==> src/rtl/emu_ckpt_ctrl_if.sv <==
// emu_ckpt_ctrl_if: command and dump/restore stream handshakes of the checkpoint sequencer.
//   cmd_valid/cmd_ready/cmd_restore : operation request (0 = dump, 1 = restore)
//   out_valid/out_ready/out_data    : dump stream, sequencer -> host
//   in_valid/in_ready/in_data       : restore stream, host -> sequencer
// master = host side, slave = sequencer side.
interface emu_ckpt_ctrl_if #(
    parameter int unsigned DW = 64
);
    logic          cmd_valid;
    logic          cmd_ready;
    logic          cmd_restore;
    logic          out_valid;
    logic          out_ready;
    logic [DW-1:0] out_data;
    logic          in_valid;
    logic          in_ready;
    logic [DW-1:0] in_data;

    modport master (
        output cmd_valid, cmd_restore, out_ready, in_valid, in_data,
        input  cmd_ready, out_valid, out_data, in_ready
    );

    modport slave (
        input  cmd_valid, cmd_restore, out_ready, in_valid, in_data,
        output cmd_ready, out_valid, out_data, in_ready
    );
endinterface

==> src/rtl/emu_ckpt_ctrl.sv <==
// emu_ckpt_ctrl: checkpoint sequencer in front of the EMU_DUT scan ports. A dump pauses the
// DUT, shifts the FF chain (looped back) and then the RAM chain out over the dump stream; a
// restore shifts stream words into both chains. Ports:
//   clk, rst        : clock, synchronous active-high reset
//   bus (slave)     : command, dump stream and restore stream handshakes
//   busy_o, done_o  : operation in progress / one-cycle completion pulse (registered)
//   pause_o         : DUT clock-gate disable (registered)
//   ff_se_o, ff_dir_o, ff_sdi_o, ff_sdo_i     : FF scan chain control and data
//   ram_se_o, ram_sd_o, ram_sdi_o, ram_sdo_i  : RAM scan chain control and data
// Scan enables, stream valid/ready and scan data are combinational from state and handshake.
module emu_ckpt_ctrl #(
    parameter int unsigned DW        = 64,
    parameter int unsigned FF_WORDS  = 4,
    parameter int unsigned RAM_WORDS = 16,
    parameter int unsigned RAM_LAT   = 2
) (
    input  logic              clk,
    input  logic              rst,
    emu_ckpt_ctrl_if.slave    bus,
    output logic              busy_o,
    output logic              done_o,
    output logic              pause_o,
    output logic              ff_se_o,
    output logic              ff_dir_o,
    output logic [DW-1:0]     ff_sdi_o,
    input  logic [DW-1:0]     ff_sdo_i,
    output logic              ram_se_o,
    output logic              ram_sd_o,
    output logic [DW-1:0]     ram_sdi_o,
    input  logic [DW-1:0]     ram_sdo_i
);
    localparam int unsigned MAX_FR = (FF_WORDS > RAM_WORDS) ? FF_WORDS : RAM_WORDS;
    localparam int unsigned MAX_N  = (MAX_FR > RAM_LAT) ? MAX_FR : RAM_LAT;
    localparam int unsigned CW     = $clog2(MAX_N + 1);

    localparam logic [CW-1:0] FF_LAST  = CW'(FF_WORDS - 1);
    localparam logic [CW-1:0] RAM_LAST = CW'(RAM_WORDS - 1);
    localparam logic [CW-1:0] LAT_LAST = CW'(RAM_LAT - 1);

    typedef enum logic [2:0] {
        S_IDLE,
        S_PAUSE,
        S_FF_XFER,
        S_RAM_PRIME,
        S_RAM_XFER,
        S_RAM_FLUSH,
        S_RESUME
    } state_e;

    state_e          state_q, state_d;
    logic [CW-1:0]   cnt_q, cnt_d;
    logic            restore_q, restore_d;
    logic            pause_q, busy_q, done_q;
    logic            fire;

    // State, counter and registered status outputs.
    always_ff @(posedge clk) begin
        if (rst) begin
            state_q   <= S_IDLE;
            cnt_q     <= '0;
            restore_q <= 1'b0;
            pause_q   <= 1'b0;
            busy_q    <= 1'b0;
            done_q    <= 1'b0;
        end else begin
            state_q   <= state_d;
            cnt_q     <= cnt_d;
            restore_q <= restore_d;
            pause_q   <= (state_d != S_IDLE);
            busy_q    <= (state_d != S_IDLE);
            // RESUME always returns to IDLE, so this marks the first IDLE cycle.
            done_q    <= (state_q == S_RESUME);
        end
    end

    // Next state, counters and combinational scan/stream controls.
    always_comb begin
        state_d       = state_q;
        cnt_d         = cnt_q;
        restore_d     = restore_q;
        fire          = 1'b0;
        bus.cmd_ready = 1'b0;
        bus.out_valid = 1'b0;
        bus.out_data  = '0;
        bus.in_ready  = 1'b0;
        ff_se_o       = 1'b0;
        ff_dir_o      = 1'b0;
        ff_sdi_o      = '0;
        ram_se_o      = 1'b0;
        ram_sd_o      = 1'b0;
        ram_sdi_o     = '0;

        case (state_q)
            S_IDLE: begin
                bus.cmd_ready = 1'b1;
                if (bus.cmd_valid) begin
                    restore_d = bus.cmd_restore;
                    cnt_d     = '0;
                    state_d   = S_PAUSE;
                end
            end
            S_PAUSE: begin
                cnt_d   = '0;
                state_d = S_FF_XFER;
            end
            S_FF_XFER: begin
                if (restore_q) begin
                    bus.in_ready = 1'b1;
                    ff_dir_o     = 1'b1;
                    ff_sdi_o     = bus.in_data;
                    ff_se_o      = bus.in_valid;
                    fire         = bus.in_valid;
                end else begin
                    // Dump loops the head word back so the FF chain is preserved.
                    bus.out_valid = 1'b1;
                    bus.out_data  = ff_sdo_i;
                    ff_se_o       = bus.out_ready;
                    fire          = bus.out_ready;
                end
                if (fire) begin
                    if (cnt_q == FF_LAST) begin
                        cnt_d   = '0;
                        state_d = restore_q ? S_RAM_XFER : S_RAM_PRIME;
                    end else begin
                        cnt_d = cnt_q + CW'(1);
                    end
                end
            end
            S_RAM_PRIME: begin
                // Fill the RAM read pipeline before the first word is valid.
                ram_se_o = 1'b1;
                if (cnt_q == LAT_LAST) begin
                    cnt_d   = '0;
                    state_d = S_RAM_XFER;
                end else begin
                    cnt_d = cnt_q + CW'(1);
                end
            end
            S_RAM_XFER: begin
                if (restore_q) begin
                    bus.in_ready = 1'b1;
                    ram_sd_o     = 1'b1;
                    ram_sdi_o    = bus.in_data;
                    ram_se_o     = bus.in_valid;
                    fire         = bus.in_valid;
                end else begin
                    bus.out_valid = 1'b1;
                    bus.out_data  = ram_sdo_i;
                    ram_se_o      = bus.out_ready;
                    fire          = bus.out_ready;
                end
                if (fire) begin
                    if (cnt_q == RAM_LAST) begin
                        cnt_d   = '0;
                        state_d = restore_q ? S_RAM_FLUSH : S_RESUME;
                    end else begin
                        cnt_d = cnt_q + CW'(1);
                    end
                end
            end
            S_RAM_FLUSH: begin
                // One extra load shift commits the last restored word.
                ram_se_o = 1'b1;
                ram_sd_o = 1'b1;
                cnt_d    = '0;
                state_d  = S_RESUME;
            end
            S_RESUME: begin
                cnt_d   = '0;
                state_d = S_IDLE;
            end
            default: begin
                cnt_d   = '0;
                state_d = S_IDLE;
            end
        endcase
    end

    assign pause_o = pause_q;
    assign busy_o  = busy_q;
    assign done_o  = done_q;
endmodule

==> src/flat_wrapper.sv <==
// flat-port wrapper written by rule: the top's interface ports become plain ports
module emu_ckpt_ctrl_flat 
#(
    parameter int unsigned DW        = 64,
    parameter int unsigned FF_WORDS  = 4,
    parameter int unsigned RAM_WORDS = 16,
    parameter int unsigned RAM_LAT   = 2
)
  (clk, rst, busy_o, done_o, pause_o, ff_se_o, ff_dir_o, ff_sdi_o, ff_sdo_i, ram_se_o, ram_sd_o, ram_sdi_o, ram_sdo_i, bus_cmd_valid, bus_cmd_restore, bus_out_ready, bus_in_valid, bus_in_data, bus_cmd_ready, bus_out_valid, bus_out_data, bus_in_ready);
  emu_ckpt_ctrl_if #(.DW(DW)) bus_i ();
  input  logic clk;
  input  logic rst;
  output logic busy_o;
  output logic done_o;
  output logic pause_o;
  output logic ff_se_o;
  output logic ff_dir_o;
  output logic [DW-1:0] ff_sdi_o;
  input  logic [DW-1:0] ff_sdo_i;
  output logic ram_se_o;
  output logic ram_sd_o;
  output logic [DW-1:0] ram_sdi_o;
  input  logic [DW-1:0] ram_sdo_i;
  input wire logic [$bits(bus_i.cmd_valid)-1:0] bus_cmd_valid;
  input wire logic [$bits(bus_i.cmd_restore)-1:0] bus_cmd_restore;
  input wire logic [$bits(bus_i.out_ready)-1:0] bus_out_ready;
  input wire logic [$bits(bus_i.in_valid)-1:0] bus_in_valid;
  input wire logic [$bits(bus_i.in_data)-1:0] bus_in_data;
  output wire logic [$bits(bus_i.cmd_ready)-1:0] bus_cmd_ready;
  output wire logic [$bits(bus_i.out_valid)-1:0] bus_out_valid;
  output wire logic [$bits(bus_i.out_data)-1:0] bus_out_data;
  output wire logic [$bits(bus_i.in_ready)-1:0] bus_in_ready;
  assign bus_i.cmd_valid = bus_cmd_valid;
  assign bus_i.cmd_restore = bus_cmd_restore;
  assign bus_i.out_ready = bus_out_ready;
  assign bus_i.in_valid = bus_in_valid;
  assign bus_i.in_data = bus_in_data;
  assign bus_cmd_ready = bus_i.cmd_ready;
  assign bus_out_valid = bus_i.out_valid;
  assign bus_out_data = bus_i.out_data;
  assign bus_in_ready = bus_i.in_ready;
  emu_ckpt_ctrl #(.DW(DW), .FF_WORDS(FF_WORDS), .RAM_WORDS(RAM_WORDS), .RAM_LAT(RAM_LAT)) u_core (.clk(clk), .rst(rst), .bus(bus_i), .busy_o(busy_o), .done_o(done_o), .pause_o(pause_o), .ff_se_o(ff_se_o), .ff_dir_o(ff_dir_o), .ff_sdi_o(ff_sdi_o), .ff_sdo_i(ff_sdo_i), .ram_se_o(ram_se_o), .ram_sd_o(ram_sd_o), .ram_sdi_o(ram_sdi_o), .ram_sdo_i(ram_sdo_i));
endmodule
==> config.mk <==
export PLATFORM = sky130hd
export DESIGN_NAME = emu_ckpt_ctrl_flat
export DESIGN_NICKNAME = d
export VERILOG_FILES = /design/src/rtl/emu_ckpt_ctrl_if.sv /design/src/rtl/emu_ckpt_ctrl.sv /design/src/flat_wrapper.sv
export SDC_FILE = /design/constraint.sdc
export NUM_CORES = 1
export LEC_CHECK = 0
export CELL_PAD_IN_SITES_DETAIL_PLACEMENT = 0
export CELL_PAD_IN_SITES_GLOBAL_PLACEMENT = 1
export CORE_AREA = 4 4 153 155
export CTS_BUF_LIST = sky130_fd_sc_hd__clkbuf_16
export CTS_CLUSTER_SIZE = 25
export DETAILED_ROUTE_END_ITERATION = 16
export DIE_AREA = 0 0 157 159
export GPL_TIMING_DRIVEN = 0
export PLACE_DENSITY = 0.7
export SYNTH_ARGS = -nofsm -noshare
export SYNTH_HDL_FRONTEND = slang
export SYNTH_SLANG_ARGS = --single-unit
==> constraint.sdc <==
create_clock -name clk -period 2.4 [get_ports clk]
set_input_delay 0.48 -clock clk [delete_from_list [all_inputs] [get_ports clk]]
set_output_delay 0.48 -clock clk [all_outputs]
set_load 0.02 [all_outputs]
==> results.toml <==
[grt]
grt_pass1_wl_um = 28300
use_met3_pct = 3.23
grt_pass1_vias = 4158
gr-total-overflow = 0
use_met1_pct = 18.4
antenna_found_initial = 0
busiest_layer = "met2"
grt.total_usage_pct = 14.7
grtUsageMet2_pct = 26.5
grt_max_degree = 11

[critical_path]
criticalPathCategory = "register to output pin"
endpoint_kind = "output pin"
cpPeakStageDelay_ns = 0.33
crit_buf_inv = 5
start_kind = "register"
cp.required_ns = 1.92
critPathMaxFanout = 10
cpLargestDelayFamily = "buffers and inverters"
worstPathCellList = "buf_6 -> or3b_1 -> buf_2 -> nor2_4 -> buf_12 -> buf_4 -> a22o_1 -> buf_4"
worst_path_max_delay_cell = "or3b_1"
crit_arrival_ns = 1.93
path_common_cell = "buf_4"

[logic_synthesis]
synthesis.nets = 531
synth_top_family_by_area = "simple AND/OR/NAND/NOR gates"
synthCells = 329
synth.area.mux_share_pct = 0.966
synth_area_sq_mm = 0.00233
synth_warnings = 0
seq_area_frac_synth_pct = 9.44
synth_edf_count = 0
avgSynthCellArea_sq_um = 7.09
yosys.area_share.simple_pct = 46.0
synth-compound-area-share_pct = 33.2
synth_cell_types = 48
ys_seq_elements = 11
async_reset_ff_share_pct = 0
synth_fa_ha_area_share_pct = 2.15
ys.flop_type = "dfxtp_1"
synth_xor_area_share_pct = 0

[timing]
hold_viol_final = 0
setup_slack_ns = -0.00509
rsz0062_at_grt = "true"
fin_skew_ns = 0.00334
relSlewSlack_pct = 48.5
finalSetupViolCount = 2
max_freq_ghz = 0.416
min_period_over_period_pct = 100
maxSlewViolCount = 0
min_period_ns = 2.41
worst_slew_pin_slew_ns = 0.762

[clocking]
cts_root_buf = "clkbuf_16"
cts.clk_slew.worst_paths_ns = 0.04
htree_levels = 1
cts_made_buffers = 3
cts_tree = "yes"
cts_buffer_depth = 2
cts_num_sinks = 11
clock_latency_ns = 0.24

[floorplan]
rows = 54
fp.dieW_um = 157
num_io_pins = 400
dieArea_sq_mm = 0.0250
core_sq_mm = 0.0218
initial_utilization_pct = 10.7
die_height_um = 159

[placement]
io_buffer_count = 399
pre_cts_ws_ns = -0.911
place_area_sq_mm = 0.00668
gp_congestion = 0.860
dp_hpwl_um = 17800

[power]
p_leak_nw = 2.93
powerDensity_mw_per_mm2 = 193
vdd_drop_max_mv = 0.194

[route]
drtAntennaViolNets = 0
wl_per_cell_um = 19.6
viasPerCell = 3.93
detailedRoute.firstPassIterationCount = 4
wl_um = 19900
drc = 0
drt-initial-drc-count = 180
vias = 3995

[layout]
final_common_cell = "clkdlybuf4s50_1"
fill_cells = 2412
layout.nets = 940
drive_above_1_share_pct = 30.5
final_cell_mix = "clkdlybuf4s50_1 (203), and2_1 (128), clkdlybuf4s15_2 (69)"
area_growth_pct = 188
insertedDiodeCount = 0
final_cell_area_sq_mm = 0.00671

[min_path]
hold_class = "register to register"

[job]
maxCapViolCount = 0

[status]
violations = "negative setup slack"
status = "finished, violations left"
## sequential cells by signal (all words and copies together) (netlist names)
name	count
u_core.cnt_q	5
u_core.pause_o	1
u_core.state_q	3
u_core.done_o	1
u_core.restore_q	1
## Yosys cell counts (all sizes together) (2+ instances only)
master    n  area, sq um
or3b      2         17.5
a22o     64          561
dfxtp    11          220
buf      15         86.3
inv       9         33.8
nand2b    3         18.8
nand3     3         15.0
a21o      2         15.0
nor2b     3         18.8
o221ai    2         17.5
o21ai     4         20.0
nor2      8         37.5
nor3b     2         15.0
nor4      4         25.0
o211ai    3         27.5
clkbuf   19         71.3
ha        4         50.1
or3       2         12.5
nor3      4         25.0
and2    128          801
a21oi     5         25.0
mux2      2         22.5
nand2    11         41.3
## worst min-delay path, delay by kind of cell, from the launching register on
| family | cells | cell delay [ns] |
|---|---|---|
| DFF | 1 | 0.32 |
| AOI/OAI and AO/OA | 1 | 0.08 |
| buffers and inverters | 1 | 0.07 |
## kinds of logic after synthesis
logic type / count (synthesis)
multiplexers: 2
buffers and inverters: 43
AO/OA/AOI/OAI: 93
adder cells (fa/ha/maj): 4
flip-flops: 11
AND/OR/NAND/NOR: 176
## per-stage QoR
stage | hold WS [ns] | instances | util [%] | power, W | TNS [ns]
final | 0.528 | 1017 | 30.7 | 0.00129 | -0.00663
after global routing | 0.558 | 1017 | 30.7 | 0.00136 | -3.85
after floorplan | 0.495 | 329 | - | 0.000446 | 0
after global placement | 0.507 | 1008 | 30.6 | 0.000985 | -122.06
after CTS | 0.529 | 1017 | 31.1 | 0.00128 | -0.521
after detailed placement | 0.523 | 1008 | 30.6 | 0.000982 | -119.56
## path summary, 6_finish.rpt
kind	cells after the start	end	startpoint	slack, ns
max reg2reg	5	u_core.pause_o	u_core.cnt_q[0]	0.33
max	8	bus_out_data[36]	u_core.state_q[0]	-0.005
min reg2reg	2	u_core.cnt_q[1]	u_core.cnt_q[1]	0.53
min	2	u_core.cnt_q[1]	u_core.cnt_q[1]	0.53
## where the power goes
part | switching [W] | internal (W) | total, W
sequential | 0.00000546 | 0.000191 | 0.000197
clock | 0.0000859 | 0.000219 | 0.000305
combinational | 0.000317 | 0.000473 | 0.000790
## what timing repair did
| item | 4_1_cts | 5_1_grt |
|---|---|---|
| setup endpoints to repair | 196 | 176 |
| pin swaps | 4 | 2 |
| setup buffers | 5 | 0 |
| hold buffers | 0 | 0 |
| gates resized for setup | 635 | 104 |
## cell type report
class	instances	area (sq um)	share of cell area [%]
Sequential cell	11	220	3.28
Buffer	34	277	4.12
Clock buffer	3	75.1	1.12
Clock inverter	1	3.75	0.0560
Multi-Input combinational cell	275	1970	29.4
Inverter	9	33.8	0.504
Timing Repair Buffer	404	3770	56.3
Tap cell	280	350	5.22
## layer usage
metal / up-vias / wire length (um) / share of wire [%]
met3: 15 / 1780 / 8.9
met1: 1784 / 8190 / 41
met2: 207 / 9750 / 49
li1: 1989 / - / -
met4: 0 / 227 / 1.1
met5: - / 0 / 0
(Power assumes the default switching activity.)
